File: src/rtl/fifo.sv
// fifo: single-clock FIFO whose pointers carry an extra wrap bit to tell full from empty
module fifo #(
    parameter int WIDTH = 8,
    parameter int DEPTH = 8
) (
    input  logic             i_clk,
    input  logic             i_rst,
    input  logic [WIDTH-1:0] i_wdata,
    input  logic             i_wen,
    output logic             o_full,
    output logic [WIDTH-1:0] o_rdata,
    input  logic             i_ren,
    output logic             o_empty
);
    localparam int AW = $clog2(DEPTH);
    logic [WIDTH-1:0] mem [DEPTH];
    logic [AW:0] wptr, rptr;
    logic we, re;
    assign we = i_wen && !o_full;
    assign re = i_ren && !o_empty;
    assign o_empty = wptr == rptr;
    assign o_full = (wptr[AW-1:0] == rptr[AW-1:0]) && (wptr[AW] != rptr[AW]);
    always_ff @(posedge i_clk)
        if (we) mem[wptr[AW-1:0]] <= i_wdata;
    always_ff @(posedge i_clk or posedge i_rst)
        if (i_rst) begin
            wptr <= '0;
            rptr <= '0;
            o_rdata <= '0;
        end else begin
            if (we) wptr <= wptr + 1'b1;
            if (re) begin
                o_rdata <= mem[rptr[AW-1:0]];
                rptr <= rptr + 1'b1;
            end
        end
endmodule

File: config.mk
export PLATFORM = sky130hd
export DESIGN_NAME = fifo
export DESIGN_NICKNAME = d
export VERILOG_FILES = /design/src/rtl/fifo.sv
export SDC_FILE = /design/constraint.sdc
export NUM_CORES = 1
export LEC_CHECK = 0
export ABC_AREA = 1
export CAP_MARGIN = 20
export CORE_AREA = 2 2 83 85
export CTS_BUF_LIST = sky130_fd_sc_hd__clkbuf_2
export CTS_CLUSTER_DIAMETER = 60
export CTS_CLUSTER_SIZE = 28
export DETAILED_ROUTE_END_ITERATION = 8
export DIE_AREA = 0 0 85 87
export PLACE_DENSITY_LB_ADDON = 0.3
export SKIP_LAST_GASP = 1
export SYNTH_ARGS = -nofsm -noshare
export SYNTH_HDL_FRONTEND = slang
export SYNTH_SLANG_ARGS = --single-unit
File: constraint.sdc
create_clock -name i_clk -period 2.3 [get_ports i_clk]
set_input_delay 0.69 -clock i_clk [delete_from_list [all_inputs] [get_ports i_clk]]
set_output_delay 0.69 -clock i_clk [all_outputs]
set_load 0.05 [all_outputs]
* Word level (Yosys, flattened, before mapping)
Memory sizes are Yosys's and may differ from the RTL's. A register that Yosys moved wholly into a read port is not among the register bits. Cells that the tools add are included.
Storage, ports and cells: register bits after elaboration 8, bits in latches 0, bits in writable memories 64, bits in read-only memories 0, output and inout bits 10, word-level logic and storage cells 15, memories 1
Memories:
- mem | depth 8, bits a word 8, rd ports 1, clocked after memory_dff 1, write ports 1, RTL line 16 | logic [WIDTH-1:0] mem [DEPTH];
Cells by class: add/sub/neg operators 2, $mul 0, divide/modulo/power cells 0, order comparisons 0, eq/ne operators 3, shift-type cells 0, muxes and demuxes 2, bitwise gates (word level) 0, reductions and logical operators 5
Operators with widths (count):
- $add A4 B1 Y4 const B | 2
- $eq A4 B4 Y1 | 1
- $eq A3 B3 Y1 | 1
- $logic_and A1 B1 Y1 | 3
- $logic_not A1 Y1 | 2
- $mux W1 | 2
- $ne A1 B1 Y1 | 1

* Depth between registers and ports, before layout
word-level depth 6, gate-level depth with buffers 11

* Worst setup path after synthesis
OpenSTA, ideal clock, no wires.
path type register to output, start point register rptr[0], end point output o_empty, arrival time 1.323 ns, data required time 1.610 ns, slack 0.287 ns, cell stages (with the launch flop) 7, cells stage by stage dfrtp_1 > buf_2 > inv_2 > nand2_1 > nand2_1 > nand2_1 > nor2_2
Between the ends: word-level cells in the longest chain between the ends 1
RTL lines:
- start: declaration | RTL line 17 | logic [AW:0] wptr, rptr;
- start signal: assignment | RTL line 34 | rptr <= rptr + 1'b1;
- $eq A4 B4 Y1 | RTL line 21 | assign o_empty = wptr == rptr;
- end: declaration | RTL line 13 | output logic o_empty
No other way between the ends.

* Final worst setup path
start point register rptr[2], end point output o_empty
Same word-level chain as after synthesis.

==> impl_metrics.toml <==
[synth]
synth_top_area_cell = "edfxtp_1"
synth-seq-cells = 80
syn_nets = 417
synthTopCellsByArea = "edfxtp_1 (52%), nand2_1 (17%), dfrtp_1 (11%)"
syn_inst = 403
syn_avg_cell_area_um2 = 9.14
synth_top_area_share_pct = 52.2
ys_seq_area_share_pct = 63.0
syn_area_um2 = 3680
yosys_warnings = 0
synth_cell_types = 18

[timing]
max-slew-margin-rel_pct = 57.8
fin_ws_ns = 0.0177
worst_pin_slew_ns = 0.633
skew_ns = 0.0133
slew_violations = 0
rsz0062_at_grt = "true"
clock.fmax_ghz = 0.438
period_minus_slack_ns = 2.28
finalSetupViolCount = 0
hold_viol_final = 0
fin_crit_sh_pct = 99.2

[power]
clockPowerShare_pct = 14.0
intPower_mw = 3.01
p_per_area_nw_per_um2 = 1230
pwr-share-comb_pct = 48.0
p_sw_share_pct = 43.5
p_switching_mw = 2.32
p_leak_nw = 2.10
ir_drop_uv = 737
p_total_mw = 5.33
p_seq_share_pct = 38.1

[clocking]
cts_root_buf = "clkbuf_2"
clk_pin_slew_worst_paths_ns = 0.22
numCtsBuffers = 9
cts_tree = "built"
ctsLongestPathBuffers = 2
htree_levels = 3
cts_sinks = 80
clk_latency_ns = 0.51
ctsHoldBuffers = 0

[layout]
final_common_cell = "nand2_1"
multi_input_area_um2 = 1070
nets = 462
drive_above_1_share_pct = 16.1
area_growth_syn_to_layout_pct = 17.2
seqCellArea_um2 = 2330
final.fill_count = 514
design_area_um2 = 4320
fin_util_pct = 65.8
final_cell_mix = "nand2_1 (161), inv_1 (68), edfxtp_1 (64)"
final_cells = 533
n_antenna_cell = 0

[die]
core_um2 = 6570
die_h_um = 87
row_count = 30
die_area_um2 = 7400
initial_utilization_pct = 56.1
io_pins = 22
dieWidth_um = 85

[critical_path]
crit_type = "flip-flop to primary output"
crit_arrival_ns = 1.59
cp_num_buf_inv = 1
path_cells = "xnor2_4 > nand2_2 > nor2_4 > buf_12"
cp_max_fo = 2
cpMaxStageDelayCell = "dfrtp_2"
worst_path_largest_cell_delay_ns = 0.50
r2r_start = "rptr[1]$_DFFE_PP0P_"
required_ns = 1.61
critical_path.startpoint = "rptr[2]$_DFFE_PP0P_"
end_kind = "primary output"
worstSetupStartpointType = "flip-flop"
crit_family = "flip-flops"

[run_status]
run_status = "complete, no violations"

[placement]
place_ws_ns = 0.184
hpwlAfterDp_mm = 5.00
placed_cell_area_um2 = 4040
gp_congestion = 0.785
place.port_buffers = 21
dp_cells = 503

[detailed_routing]
antenna_left = 0
route.final.wire_length_mm = 7.50
drt-vias-per-instance = 4.97
first_iter_violations = 273
drtPass1Iterations = 4
routedWlPerCell_um = 14.1
vias = 2649
route.detailed.drc = 0

[global_routing]
grt_max_degree = 36
grt_usage_pct = 22.2
overflow = 0
grt_pass1_wl_mm = 12.1
grt_pass1_vias = 2484
antenna_found_initial = 0

[job]
cap_violations = 0

[hold_path]
hold_start = "o_rdata[1]$_DFFE_PP0P_"
holdCritPathClass = "flip-flop to flip-flop"
==> power by group through the flow <==
stage                     Sequential, mW  Combinational (mW)  Clock [mW]
final                               2.03                2.56       0.744
after CTS                           2.01                2.35       0.759
after global routing                2.06                2.82       0.824
after floorplan                     2.26                1.39           0
after global placement              2.06                2.20           0
after detailed placement            2.08                2.22           0
==> area by class of cell <==
class / instances / share of cell area (%)
clock inverters: 7 / 1.65
flip-flops and latches: 80 / 53.9
inverters: 77 / 6.69
repair buffers: 47 / 9.62
multi-input cells: 233 / 24.8
well taps: 80 / 2.32
clock buffers: 9 / 1.04
==> cell usage after synthesis <==
master    count
nand2_1     168
buf_6         1
buf_2        10
nor2_4        1
edfxtp_1     64
nand4_2       1
dfrtp_1      16
nand3_1      43
xnor2_1       1
xor2_1        3
inv_1        68
nor2_1        9
nand2_2       1
ha_1          2
inv_2         9
nand2_4       2
clkbuf_1      2
nor2_2        2
==> sequential cells by signal (all words and copies together), names as in the netlist <==
name / flops
wptr: 4
mem: 64
o_rdata: 8
rptr: 4
==> worst min-delay path: cells and delay by family, from the launching register on <==
family / cells / cell delay [ns]
flops: 1 / 0.38
simple gates: 2 / 0.10
==> through the flow <==
step           hold WS [ns]  setup TNS [ns]
4_1_cts               0.483          -0.214
6_report              0.499               0
3_5_place_dp          0.465               0
5_1_grt               0.532          -0.130
3_3_place_gp          0.460               0
2_1_floorplan         0.501               0
==> path summary, 6_finish.rpt <==
path | cells past startpoint | end | slack (ns)
max in group asynchronous | 2 | wptr[0]$_DFFE_PP0P_ | 1.34
hold reg to reg | 2 | o_rdata[1]$_DFFE_PP0P_ | 0.50
setup / recovery | 4 | o_empty | 0.02
hold / removal | 2 | o_rdata[1]$_DFFE_PP0P_ | 0.50
setup reg to reg | 7 | mem[4][7]$_DFFE_PP_ | 0.66
min in group asynchronous | 2 | rptr[2]$_DFFE_PP0P_ | 0.51
==> cells by family after synthesis <==
family        count (synthesis)  share of synthesized area [%]
buf+inv                      90                           9.71
xor+xnor                      4                          0.951
simple gates                227                           25.6
flops                        80                           63.0
fa+ha+maj                     2                          0.679
==> timing repair <==
| action | in CTS | in global routing |
|---|---|---|
| pin swaps | 2 | 6 |
| setup endpoints to repair | 10 | 2 |
| endpoints found under the hold margin | 0 | 0 |
| setup buffers | 6 | 8 |
| resized for setup | 16 | 11 |
==> routing by layer <==
metal / up-vias / GRT usage, % / part of all wire [%] / routed length [µm]
met5: - / 0 / 0 / 0
met4: 0 / 10.1 / 2.4 / 181
met3: 13 / 4.74 / 6.6 / 497
met2: 90 / 33.5 / 45 / 3360
met1: 1215 / 31.3 / 46 / 3460
li1: 1331 / - / - / -
Note: power is estimated with default switching activity, not from simulation.
